--- src/rtl/mul4_seq.sv ---
// Sequential unsigned shift-add multiplier: one WIDTH-bit add with carry per cycle,
// producing a 2*WIDTH-bit product after WIDTH iterations with a start/busy/done handshake.
module mul4_seq #(
    parameter int WIDTH = 4
) (
    input  logic                   clk,
    input  logic                   rst_n,
    input  logic                   start,
    input  logic [WIDTH-1:0]       inA,
    input  logic [WIDTH-1:0]       inB,
    output logic                   busy,
    output logic                   done,
    output logic [2*WIDTH-1:0]     product,
    output logic                   zero
);

    localparam int CW = $clog2(WIDTH) + 1;

    typedef enum logic [1:0] {IDLE, CALC, DONE} state_t;

    state_t             state;
    logic [WIDTH-1:0]   m_reg;
    logic [2*WIDTH-1:0] p_reg;
    logic [CW-1:0]      cnt;

    logic [WIDTH:0]     sum;
    logic [2*WIDTH-1:0] p_next;

    // The carry-out lands in the MSB of the shifted accumulator, so no bit is ever lost.
    always_comb begin
        sum    = {1'b0, p_reg[2*WIDTH-1:WIDTH]};
        if (p_reg[0]) begin
            sum = {1'b0, p_reg[2*WIDTH-1:WIDTH]} + {1'b0, m_reg};
        end
        p_next = {sum, p_reg[WIDTH-1:1]};
    end

    // NOTE: all state uses non-blocking assignments so every register sees pre-edge values.
    always_ff @(posedge clk or negedge rst_n) begin
        if (!rst_n) begin
            state   <= IDLE;
            m_reg   <= '0;
            p_reg   <= '0;
            cnt     <= '0;
            busy    <= 1'b0;
            done    <= 1'b0;
            product <= '0;
            zero    <= 1'b1;
        end else begin
            case (state)
                IDLE, DONE: begin
                    done <= 1'b0;
                    if (start) begin
                        m_reg <= inA;
                        p_reg <= {{WIDTH{1'b0}}, inB};
                        cnt   <= '0;
                        busy  <= 1'b1;
                        state <= CALC;
                    end else begin
                        busy  <= 1'b0;
                        state <= IDLE;
                    end
                end
                CALC: begin
                    p_reg <= p_next;
                    cnt   <= cnt + CW'(1);
                    if (cnt == CW'(WIDTH - 1)) begin
                        product <= p_next;
                        zero    <= (p_next == '0);
                        busy    <= 1'b0;
                        done    <= 1'b1;
                        state   <= DONE;
                    end
                end
                default: begin
                    busy  <= 1'b0;
                    done  <= 1'b0;
                    state <= IDLE;
                end
            endcase
        end
    end

endmodule

--- config.mk ---
export PLATFORM = sky130hd
export DESIGN_NAME = mul4_seq
export DESIGN_NICKNAME = d
export VERILOG_FILES = /design/src/rtl/mul4_seq.sv
export SDC_FILE = /design/constraint.sdc
export NUM_CORES = 1
export LEC_CHECK = 0
export CORE_UTILIZATION = 56
export CTS_BUF_LIST = sky130_fd_sc_hd__clkbuf_16
export DETAILED_ROUTE_END_ITERATION = 12
export GPL_TIMING_DRIVEN = 0
export PLACE_DENSITY = 0.83
export SLEW_MARGIN = 40
export SYNTH_ARGS = -nofsm -noshare
export SYNTH_HDL_FRONTEND = slang
export SYNTH_SLANG_ARGS = --single-unit
--- constraint.sdc ---
create_clock -name clk -period 3.5 [get_ports clk]
set_clock_uncertainty 0.05 [all_clocks]
set_input_delay 1.05 -clock clk [delete_from_list [all_inputs] [get_ports clk]]
set_output_delay 1.05 -clock clk [all_outputs]
set_load 0.01 [all_outputs]
Word level (Yosys, flattened, before mapping)

Index checks and enable logic that the tools add are counted.

Add/subtract/negate cells: 2
Multiply operators: 0
Divide/modulo/power cells: 0
$lt $le $gt $ge: 0
Eq/ne operators: 5
Shift operators: 0
Mux-type cells: 13
Bitwise logic cells: 0
Reductions and logical operators: 7

Operators with widths:

| operator              | count |
|---|---|
| $pmux W8 S2           | 1 |
| $logic_not A8 Y1      | 1 |
| $mux W8               | 1 |
| $pmux W3 S2           | 1 |
| $reduce_and A2 Y1     | 3 |
| $add A4 B4 Y5         | 1 |
| $mux W1               | 5 |
| $mux W5               | 1 |
| $ne A2 B2 Y1 const B  | 2 |
| $pmux W2 S2           | 1 |
| $add A3 B1 Y3 const B | 1 |
| $eq A3 B2 Y1 const B  | 1 |
| $mux W3               | 1 |
| $eq A2 B1 Y1 const B  | 1 |
| $eq A2 B2 Y1 const B  | 1 |
| $logic_not A2 Y1      | 1 |
| $mux W2               | 1 |
| $pmux W1 S2           | 1 |
| $reduce_bool A2 Y1    | 1 |
| $reduce_or A2 Y1      | 1 |

Register bits after elaboration: 28
Bits in latches: 0
RAM bits: 0
ROM bits: 0
Input bits: 11
Output and inout bits: 11
Logic and storage cells: 35
Memories kept: 0

Longest topological paths before layout

Depth after elaboration: 4
Mapped depth: 6
Depth with buffers taken out: 6

Worst setup path before layout

Ideal clock, no wire load.

Path kind: in2reg
Start point: in start
End point: reg p_reg[0]
Library setup time: 0.126 ns
Data arrival time: 1.731 ns
Data required time: 3.324 ns
Setup slack: 1.593 ns
Stages on the path: 4
Buffers on the path: 1
Path through: and2b_1 clkbuf_1 nor2_1 a221o_1

Longest elaborated chain between the ends: 2

RTL lines:

| what                               | RTL line | RTL |
|---|---|---|
| start: declaration                 | 8        | `input logic start,` |
| $ne A2 B2 Y1 (no source line)      | n/a      |  |
| $reduce_and A2 Y1 (no source line) | n/a      |  |
| end signal: assignment             | 55       | `p_reg <= {{WIDTH{1'b0}}, inB};` |
| end signal: assignment             | 65       | `p_reg <= p_next;` |
| end: declaration                   | 23       | `logic [2*WIDTH-1:0] p_reg;` |

No other way between the ends.
A chain may end at the register's enable or synchronous reset.

Worst setup path in the final report

Start point: reg zero
End point: out zero

RTL lines:

| what                     | RTL line | RTL |
|---|---|---|
| start: declaration       | 14       | `output logic zero` |
| start signal: assignment | 69       | `zero <= (p_next == '0);` |

No word-level cell between the ends.

==> flow_metrics.tcl <==
set metrics [dict create \
    finalCritPeriodShare 0.690 \
    worstReg2RegEnd "zero" \
    grt_pass1_wl_um 5000 \
    maxCapViolations 0 \
    cts_buffers 3 \
    h-tree-depth 1 \
    synthCells 134 \
    antenna_found_initial 0 \
    worstSetupStartpoint "zero" \
    max_freq_ghz 0.414 \
    crit_arrival_ns 1.31 \
    reg2reg_depth 6 \
    hpwl_um 2070 \
    crit_end "zero" \
    hold_violations 0 \
    overflow 0 \
    final_area_sq_mm 0.00173 \
    critPathMaxStageDelay_ns 0.53 \
    first_pass_iters 4 \
    cts_hold_buf 0 \
    cts_resized 0 \
    start_util 0.613 \
    synth_top_flop_cell "dfrtp_1" \
    yosysSeqAreaShare 0.480 \
    core-area_sq_mm 0.00230 \
    num_vias 1058 \
    rsz0062_at_grt "no" \
    clock_sinks 27 \
    fin_util 0.752 \
    ys_ff_latch 27 \
    synth_cell_types 39 \
    critPathKind "reg2out" \
    ys_top_cells_by_area "dfrtp_1 (46%), nand2_1 (5.9%), ha_1 (5.3%)" \
    worst_slew_pin_slew_ns 0.600 \
    drt_iter0_markers 17 \
    antenna_left 0 \
    crit_buf_inv 1 \
    drc 0 \
    syn_avg_cell_area_sq_um 10.5 \
    end_kind "output port" \
    grt_max_degree 28 \
    cts_tree "built" \
    synth_top_area_frac 0.462 \
    slew_viol_final 0 \
    cp_max_fo 2 \
    multi_input_area_sq_um 678 \
    ir_drop_mv 0.553 \
    antennaDiodeCount 0 \
    slowest_stage "dfstp_2" \
    setup_viol 0 \
    nets 178 \
    area_growth_pct 22.6 \
    layout_min_cycle_time_ns 2.41 \
    p_per_area_mw_per_mm2 942 \
    yosysWarnings 0 \
    grt_usage 0.258 \
    wl_per_cell_um 15.0 \
    routed_wl_um 2800 \
    syn-num-nets 152 \
    regToRegSetupSlack_ns 1.54 \
    crit_chain "clkdlybuf4s50_1" \
    cp.depth 1 \
    path_clk_slew_ns 0.06 \
    synth_edf_count 0 \
    setup_tns_ns 0 \
    clock_path_buffers 2 \
    layout_common_cells "dfrtp_1 (26), nand2_1 (22), clkdlybuf4s50_1 (20)" \
    fp.dieW_um 52.2 \
    ff_latch_area_sq_um 677 \
    r2r_start "m_reg[0]" \
    cp-start-kind "register" \
    crit_required_ns 2.40 \
    placed_area_sq_mm 0.00165 \
    hold_class "reg2reg" \
    synth_area_leader_cell "dfrtp_1" \
    vias_per_cell 5.66 \
    numPortBuffers 21 \
    timing.slew.headroom 0.600 \
    io_pins 22 \
    drive_gt1_frac 0.0881 \
    place_congestion 0.807 \
    num-fill-cells 173 \
    insertion_delay_ns 0.26 \
    rows 17 \
    grt_pass1_vias 1115 \
    die_h_um 52.2 \
    cp_top_family "flip-flops" \
    p_leak_nw 0.777 \
    synthesis.area_sq_mm 0.00141 \
    post_cts.repair.setup_buffers 0 \
    root_buffer "clkbuf_16" \
    layout_commonest_cell "dfrtp_1" \
    synthArstFlopShare 1.00 \
    outcome "finished clean" \
    die_area_sq_mm 0.00272 \
]
[how the worst min path moves through the flow]
stage | cells after the start | slack, ns | end | startpoint
6_report | 2 | 0.43 | product[0] | product[0]
5_1_grt | 1 | 0.46 | busy | busy
4_1_cts | 2 | 0.44 | product[0] | product[0]
3_5_place_dp | 2 | 0.42 | product[0] | product[0]
3_3_place_gp | 2 | 0.41 | product[0] | product[0]
2_1_floorplan | 1 | 0.41 | m_reg[0] | m_reg[0]
[per-layer routing]
layer  GRT usage  vias up  part of all wire
met3      0.0497        5             0.036
li1            -      520                 -
met5           0        -                 0
met2       0.451       27              0.50
met1       0.317      506              0.45
met4      0.0833        0             0.012
[stage by stage]
stage | hold slack [ns] | setup WS (ns) | instances | power (mW)
2_1_floorplan | 0.415 | 1.59 | 134 | 1.11
3_3_place_gp | 0.407 | 0.973 | 183 | 1.32
3_5_place_dp | 0.419 | 0.936 | 183 | 1.37
4_1_cts | 0.436 | 1.08 | 187 | 1.64
5_1_grt | 0.464 | 1.05 | 187 | 1.76
6_report | 0.432 | 1.09 | 187 | 1.63
[cell type report]
class / count / share of cell area
clock buffer: 3 / 0.0434
multi-input combinational: 96 / 0.392
tap: 28 / 0.0203
inverter: 4 / 0.00869
timing repair buffer: 21 / 0.119
buffer: 7 / 0.0224
clock inverter: 1 / 0.00217
sequential: 27 / 0.392
[synthesized netlist by cell type (2+ instances only)]
| cell | instances |
|---|---|
| dfrtp_1 | 26 |
| a22o_1 | 2 |
| o31ai_1 | 2 |
| o21ai_1 | 3 |
| xnor2_1 | 2 |
| a211oi_1 | 3 |
| nor2b_1 | 6 |
| o21ai_0 | 6 |
| nand2b_1 | 4 |
| nor2_1 | 4 |
| mux2_1 | 4 |
| mux2i_1 | 6 |
| inv_1 | 4 |
| nand2_1 | 22 |
| ha_1 | 6 |
| a21oi_1 | 6 |
| nor3_1 | 3 |
| clkbuf_1 | 4 |
[logic make-up (layout without fill, tap and decap cells)]
group / count (synthesis) / after routing / synth area share
multiplexers: 11 / 11 / 0.0826
AND/OR/NAND/NOR: 49 / 49 / 0.195
AO/OA/AOI/OAI: 27 / 27 / 0.123
XOR/XNOR: 2 / 2 / 0.0124
adder cells (fa/ha/maj): 7 / 7 / 0.0675
flip-flops: 27 / 27 / 0.480
buffers and inverters: 11 / 36 / 0.0382
[power by group]
group          leakage, nW  total [mW]  switching [mW]  internal, mW
combinational        0.402       0.802           0.400         0.403
clock               0.0423       0.254           0.101         0.153
sequential           0.332       0.571           0.114         0.457
total                0.777        1.63           0.615          1.01
Power figures use the tool's default switching activity.
